**src/rtl/fetch_stage_pkg.sv**
```systemverilog
`default_nettype none
// ============================================================================
// Module      : fetch_stage_pkg
// Description : Shared definitions for the instruction-fetch stage. Provides
//               the fetch FSM state encoding, the PC increment and the
//               instruction word used when IF/ID carries no real instruction.
// Revision    : 1.0 - initial release
// ============================================================================
package fetch_stage_pkg;

  // Fetch FSM encoding
  localparam int unsigned STATE_W = 2;
  typedef logic [STATE_W-1:0] state_t;

  localparam logic [1:0] ST_IDLE  = 2'd0;  // reset state, no request
  localparam logic [1:0] ST_FETCH = 2'd1;  // request outstanding to imem
  localparam logic [1:0] ST_HOLD  = 2'd2;  // fetched word parked in skid

  // Byte distance between consecutive instructions
  localparam int unsigned PC_STEP = 4;

  // Instruction word held in IF/ID when it carries nothing real
  localparam logic [31:0] NOP_INSTR = 32'h0000_0000;

endpackage
`default_nettype wire

```
**src/rtl/fetch_stage_if_id.sv**
```systemverilog
`default_nettype none
// ============================================================================
// Module      : if_id_reg
// Description : IF/ID pipeline register. Priority is flush > load > hold.
//               A flush marks the slot empty and parks a NOP in it; the
//               pc4 field is left as it was since nothing reads it while
//               the slot is invalid.
// Ports       : clk, reset (async, active-low)
//               flush        - empty the register
//               load         - capture load_instru / load_pc4, mark valid
//               load_instru  - instruction to capture
//               load_pc4     - address of that instruction + 4
//               valid/instru/pc4 - register contents
// Revision    : 1.0 - initial release
// ============================================================================
module if_id_reg
  import fetch_stage_pkg::*;
#(
  parameter int ADDR_W = 32,
  parameter int DATA_W = 32
) (
  input  logic              clk,
  input  logic              reset,
  input  logic              flush,
  input  logic              load,
  input  logic [DATA_W-1:0] load_instru,
  input  logic [ADDR_W-1:0] load_pc4,
  output logic              valid,
  output logic [DATA_W-1:0] instru,
  output logic [ADDR_W-1:0] pc4
);

  logic              valid_q,  valid_d;
  logic [DATA_W-1:0] instru_q, instru_d;
  logic [ADDR_W-1:0] pc4_q,    pc4_d;

  always_comb begin
    valid_d  = valid_q;
    instru_d = instru_q;
    pc4_d    = pc4_q;
    if (flush) begin
      valid_d  = 1'b0;
      instru_d = DATA_W'(NOP_INSTR);
    end else if (load) begin
      valid_d  = 1'b1;
      instru_d = load_instru;
      pc4_d    = load_pc4;
    end
  end

  always_ff @(posedge clk or negedge reset) begin
    if (!reset) begin
      valid_q  <= 1'b0;
      instru_q <= DATA_W'(NOP_INSTR);
      pc4_q    <= '0;
    end else begin
      valid_q  <= valid_d;
      instru_q <= instru_d;
      pc4_q    <= pc4_d;
    end
  end

  assign valid  = valid_q;
  assign instru = instru_q;
  assign pc4    = pc4_q;

endmodule
`default_nettype wire

```
**src/rtl/fetch_stage.sv**
```systemverilog
`default_nettype none
// ============================================================================
// Module      : fetch_stage
// Description : Instruction-fetch stage. Owns the PC, issues one request at a
//               time to instruction memory, parks a fetched word in a skid
//               buffer while decode stalls, and discards wrong-path fetches
//               on redirects (including redirects that arrive while a
//               request is still waiting for its acknowledge).
// Ports       : clk, reset (async, active-low)
//               imem_req/imem_addr     - fetch request, address = PC
//               imem_ack/imem_rdata    - request completion and data
//               stall                  - decode cannot accept, IF/ID holds
//               redirect/redirect_pc   - taken branch/jump and its target
//               if_id_valid/if_id_instru/if_id_pc4 - IF/ID register
// Revision    : 1.0 - initial release
// ============================================================================
module fetch_stage
  import fetch_stage_pkg::*;
#(
  parameter int                ADDR_W   = 32,
  parameter int                DATA_W   = 32,
  parameter logic [ADDR_W-1:0] RESET_PC = '0
) (
  input  logic              clk,
  input  logic              reset,
  output logic              imem_req,
  output logic [ADDR_W-1:0] imem_addr,
  input  logic              imem_ack,
  input  logic [DATA_W-1:0] imem_rdata,
  input  logic              stall,
  input  logic              redirect,
  input  logic [ADDR_W-1:0] redirect_pc,
  output logic              if_id_valid,
  output logic [DATA_W-1:0] if_id_instru,
  output logic [ADDR_W-1:0] if_id_pc4
);

  localparam logic [ADDR_W-1:0] PC_INC     = ADDR_W'(PC_STEP);
  // Instructions are word aligned; the low two target bits are dropped
  localparam logic [ADDR_W-1:0] ALIGN_MASK = ~(ADDR_W'(3));

  state_t            state_q,   state_d;
  logic [ADDR_W-1:0] pc_q,      pc_d;
  logic              pend_q,    pend_d;
  logic [ADDR_W-1:0] pend_pc_q, pend_pc_d;
  logic [DATA_W-1:0] skid_q,    skid_d;

  logic              ifid_flush;
  logic              ifid_load;
  logic [DATA_W-1:0] ifid_ld_instru;
  logic [ADDR_W-1:0] pc_plus4;
  logic [ADDR_W-1:0] target_pc;

  // Wraps modulo 2^ADDR_W by construction
  assign pc_plus4  = pc_q + PC_INC;
  assign target_pc = redirect_pc & ALIGN_MASK;

  always_comb begin
    state_d        = state_q;
    pc_d           = pc_q;
    pend_d         = pend_q;
    pend_pc_d      = pend_pc_q;
    skid_d         = skid_q;
    ifid_flush     = 1'b0;
    ifid_load      = 1'b0;
    ifid_ld_instru = skid_q;

    case (state_q)
      ST_IDLE: begin
        // A stale ack arriving here belongs to an abandoned request
        state_d = ST_FETCH;
      end

      ST_FETCH: begin
        // Redirect empties IF/ID; a missing ack with decode ready is a bubble
        if (redirect || (!imem_ack && !stall)) begin
          ifid_flush = 1'b1;
        end

        if (imem_ack) begin
          if (redirect) begin
            // Newest redirect wins over any older pending target
            pc_d   = target_pc;
            pend_d = 1'b0;
          end else if (pend_q) begin
            // Word belongs to the wrong path; start the pending target
            pc_d   = pend_pc_q;
            pend_d = 1'b0;
          end else if (!stall) begin
            ifid_load      = 1'b1;
            ifid_ld_instru = imem_rdata;
            pc_d           = pc_plus4;
          end else begin
            skid_d  = imem_rdata;
            state_d = ST_HOLD;
          end
        end else if (redirect) begin
          // imem_addr must stay put until the ack, so remember the target
          pend_d    = 1'b1;
          pend_pc_d = target_pc;
        end
      end

      ST_HOLD: begin
        if (redirect) begin
          ifid_flush = 1'b1;
          skid_d     = DATA_W'(NOP_INSTR);
          pc_d       = target_pc;
          state_d    = ST_FETCH;
        end else if (!stall) begin
          // pc still addresses the parked word, so pc+4 is its pc4
          ifid_load      = 1'b1;
          ifid_ld_instru = skid_q;
          pc_d           = pc_plus4;
          state_d        = ST_FETCH;
        end
      end

      default: begin
        state_d = ST_IDLE;
      end
    endcase
  end

  always_ff @(posedge clk or negedge reset) begin
    if (!reset) begin
      state_q   <= ST_IDLE;
      pc_q      <= RESET_PC;
      pend_q    <= 1'b0;
      pend_pc_q <= '0;
      skid_q    <= DATA_W'(NOP_INSTR);
    end else begin
      state_q   <= state_d;
      pc_q      <= pc_d;
      pend_q    <= pend_d;
      pend_pc_q <= pend_pc_d;
      skid_q    <= skid_d;
    end
  end

  // Pure state decode: no input reaches imem_req combinationally
  assign imem_req  = (state_q == ST_FETCH);
  assign imem_addr = pc_q;

  if_id_reg #(
    .ADDR_W (ADDR_W),
    .DATA_W (DATA_W)
  ) u_if_id_reg (
    .clk         (clk),
    .reset       (reset),
    .flush       (ifid_flush),
    .load        (ifid_load),
    .load_instru (ifid_ld_instru),
    .load_pc4    (pc_plus4),
    .valid       (if_id_valid),
    .instru      (if_id_instru),
    .pc4         (if_id_pc4)
  );

endmodule
`default_nettype wire

```
**config.mk**
```make
export PLATFORM = sky130hd
export DESIGN_NAME = fetch_stage
export DESIGN_NICKNAME = d
export VERILOG_FILES = /design/src/rtl/fetch_stage_pkg.sv /design/src/rtl/fetch_stage_if_id.sv /design/src/rtl/fetch_stage.sv
export SDC_FILE = /design/constraint.sdc
export NUM_CORES = 1
export LEC_CHECK = 0
export BUFFER_PORTS_ARGS = -buffer_cell sky130_fd_sc_hd__buf_2
export CORE_AREA = 4 4 134 136
export DETAILED_ROUTE_END_ITERATION = 16
export DIE_AREA = 0 0 138 140
export PLACE_DENSITY_LB_ADDON = 0.3
export SLEW_MARGIN = 15
export SYNTH_ARGS = -nofsm -noshare
export SYNTH_HDL_FRONTEND = slang
export SYNTH_SLANG_ARGS = --single-unit
```
**constraint.sdc**
```tcl
create_clock -name clk -period 1.8 [get_ports clk]
set_input_delay 0.36 -clock clk [delete_from_list [all_inputs] [get_ports clk]]
set_output_delay 0.36 -clock clk [all_outputs]
set_load 0.02 [all_outputs]
```
==> flow_summary_export.csv <==
group,metric,value,unit
critical_path,crit_type,"register to register",
synth,syn_inst,880,
power,p_seq_share,33.3,%
floorplan,fp.dieH,140,um
clock_tree,clkSinkCount,158,
synth,yosys_most_used_dff,"dfrtp_1",
critical_path,ff2ff_setup_slack,0.001,ns
clock_tree,clock_path_buffers,2,
synth,ys_seq_area_share,47.8,%
timing,finalSetupViolations,0,
power,clkPwrFrac,18.6,%
critical_path,regToRegStartpoint,"imem_addr[3]$_DFFE_PN0P_",
synth,synth_commonest_cells,"171 x nand2_1, 158 x dfrtp_1, 106 x o21ai_0",
timing,min_period_over_period,99.9,%
synth,synth_top_area_share,47.8,%
clock_tree,clk_pin_slew,0.07,ns
power,p_int,11.0,mW
timing,fin_crit,1.80,ns
drt,num_vias,7683,
floorplan,die_w,138,um
final_layout,final_nets,1210,
timing,final-hold-violation-count,0,
placement,dp_slack,-0.143,ns
min_path,min_path_type,"primary input to register",
synth,syn_area,8270,sq um
critical_path,start_kind,"register",
drt,vias_per_cell,5.59,
global_route,grt_max_degree,49,
clock_tree,h-tree-depth,4,
clock_tree,clk_latency,0.43,ns
placement,hpwl,17700,um
timing,clock_skew,0.00852,ns
global_route,grt_overflow_total,0,
global_route,grt_first_pass_wirelength,39600,um
power,ir_drop,0.870,mV
flow_run,drv_cap,0,
final_layout,fillers,1353,
clock_tree,cts_tree,"yes",
synth,yosysTopAreaCell,"dfrtp_1",
global_route,antenna_found_initial,0,
global_route,grt_pass1_vias,7465,
critical_path,crit_start,"imem_addr[3]$_DFFE_PN0P_",
timing,max_clock_freq,0.556,GHz
synth,avgSynthCellArea,9.40,sq um
floorplan,core-area,16900,sq um
placement,portBuffers,160,
floorplan,dieArea,19300,sq um
drt,drc,0,
critical_path,reg2reg_depth,7,
timing,slew_viol_final,0,
final_layout,n_antenna_cell,0,
power,sw_frac_of_total,41.9,%
power,cellPowerDensity,1690,nW/um^2
drt,drtIter0Drc,621,
critical_path,crit_path_end_kind,"register",
drt,wl_per_cell,18.2,um
critical_path,crit_fanout,4,
power,switching_power,7.90,mW
synth,synthDistinctLibCells,67,
clock_tree,cts_made_buffers,17,
floorplan,start_util,48.9,%
synth,yosysMostFrequentCell,"nand2_1",
critical_path,rr_endpoint,"imem_addr[28]$_DFFE_PN0P_",
timing,worst_slack,0.00135,ns
critical_path,endpoint,"imem_addr[28]$_DFFE_PN0P_",
floorplan,io_pins,167,
floorplan,row_count,48,
power,power_frac_comb,48.2,%
power,p_leak,5.41,nW
synth,async_flop_share,100,%
synth,synth_edf_count,0,
global_route,track_usage,25.3,%
synth,synth-seq-cells,158,
run_status,outcome,"completed",
critical_path,worstPathRequired,2.17,ns
critical_path,arrival,2.17,ns
drt,routed_wl,25000,um
synth,ys_top_cells_by_area,"dfrtp_1 48%, nand2_1 7.8%, o21ai_0 6.4%",
drt,dr.pass1.iters,5,
drt,ant_nets,0,
placement,gp_congestion,0.942,
timing,hold_slack,0.169,ns
synth,synth_warnings,0,
final_layout,area.growth.synth_to_final,35.0,%
final_layout,drive_above_1_share,38.1,%
timing,rsz0062_at_grt,"true",
clock_tree,cts_root_buffer,"clkbuf_16",
==> registers in the layout, indices dropped and copies added, names as in the netlist <==
signal              flops
skid_q                 32
u_if_id_reg.instru     32
pend_q                  1
u_if_id_reg.pc4        30
pend_pc_q              30
u_if_id_reg.valid       1
imem_addr              30
state_q                 2
==> layout make-up <==
cell class	instances	area (sq um)	area share, %
clock buffers	18	439	3.93
clock inverters	13	129	1.15
inverters	9	33.8	0.302
multi-input cells	648	4210	37.7
flip-flops and latches	158	3970	35.6
well taps	225	282	2.52
repair buffers	303	2110	18.9
==> worst min-delay path by stage <==
stage | depth (start not counted) | startpoint | end | slack [ns]
final | 2 | redirect_pc[5] | pend_pc_q[5]$_DFFE_PN0P_ | 0.17
after global routing | 2 | redirect_pc[18] | pend_pc_q[18]$_DFFE_PN0P_ | 0.16
after CTS | 2 | redirect_pc[5] | pend_pc_q[5]$_DFFE_PN0P_ | 0.16
after detailed placement | 1 | reset | u_if_id_reg.instru[22]$_DFFE_PN0P_ | 0.33
after global placement | 1 | reset | u_if_id_reg.pc4[16]$_DFFE_PN0P_ | 0.33
after floorplan | 0 | reset | imem_addr[10]$_DFFE_PN0P_ | 0.06
==> worst max-delay path: stages, from the launching register on <==
cell and delay (ns):
dfrtp_2 0.40, ha_4 0.17, and3_4 0.20, nand4_1 0.10, buf_4 0.18, or3_1 0.33, o32ai_2 0.27, a21o_1 0.11
==> layer usage <==
metal | routed length, um | vias up | GRT usage [%]
li1 | - | 3608 | -
met1 | 11000 | 3684 | 36.5
met2 | 11500 | 354 | 38.6
met3 | 2060 | 37 | 5.60
met4 | 498 | 0 | 7.49
met5 | 0 | - | 0
==> stage by stage <==
step	utilization, %	power, mW	setup TNS [ns]	instance area, sq um	std cells
after floorplan	-	11.2	-0.0937	8390	883
after global placement	60.2	14.5	-0.199	10200	1328
after detailed placement	60.2	14.7	-1.55	10200	1328
after CTS	64.0	18.4	0	10800	1363
after global routing	66.0	20.1	-0.505	11200	1374
final	66.0	18.9	0	11200	1374
==> power groups by stage <==
stage | registers (mW) | clock network (mW) | logic [mW]
3_5_place_dp | 6.29 | 0 | 8.45
3_3_place_gp | 6.20 | 0 | 8.28
5_1_grt | 6.46 | 3.73 | 9.87
6_report | 6.28 | 3.50 | 9.09
2_1_floorplan | 7.33 | 0 | 3.86
4_1_cts | 6.22 | 3.56 | 8.60
==> cells by family after synthesis <==
group	count (synthesis)	synth area share [%]
muxes	65	8.33
other	1	0.0453
DFF	158	47.8
buffers and inverters	77	4.93
AOI/OAI and AO/OA	190	13.2
adders and majority gates	4	0.605
xor gates and xnor gates	35	3.70
and+or+nand+nor	350	21.4
==> cells in the final DEF, fill, tap and decap left out, types with 5 or more instances in the layout <==
cell,n
o21ai_1,24
nor4_2,7
nand4_1,11
nor3_1,15
or3_1,5
nand3b_1,34
a31oi_1,11
buf_2,158
nor2_2,6
clkbuf_16,19
and3_1,16
nand3_1,14
nand2_1,169
dfrtp_2,14
xor2_1,9
mux2i_1,33
o211ai_1,9
buf_6,11
xnor2_1,26
buf_4,119
inv_1,6
nor2_1,31
dfrtp_1,144
inv_6,6
o21ai_0,81
a21oi_1,29
mux2_2,31
nand3_2,5
buf_12,12
==> what timing repair did <==
action	in CTS	in global routing
setup buffers	3	9
pin swaps	3	16
endpoints found under the setup margin	41	116
gates cloned	0	2
hold buffers	1	0
endpoints found under the hold margin	36	0
resized for setup	19	64
(Power assumes the default switching activity.)
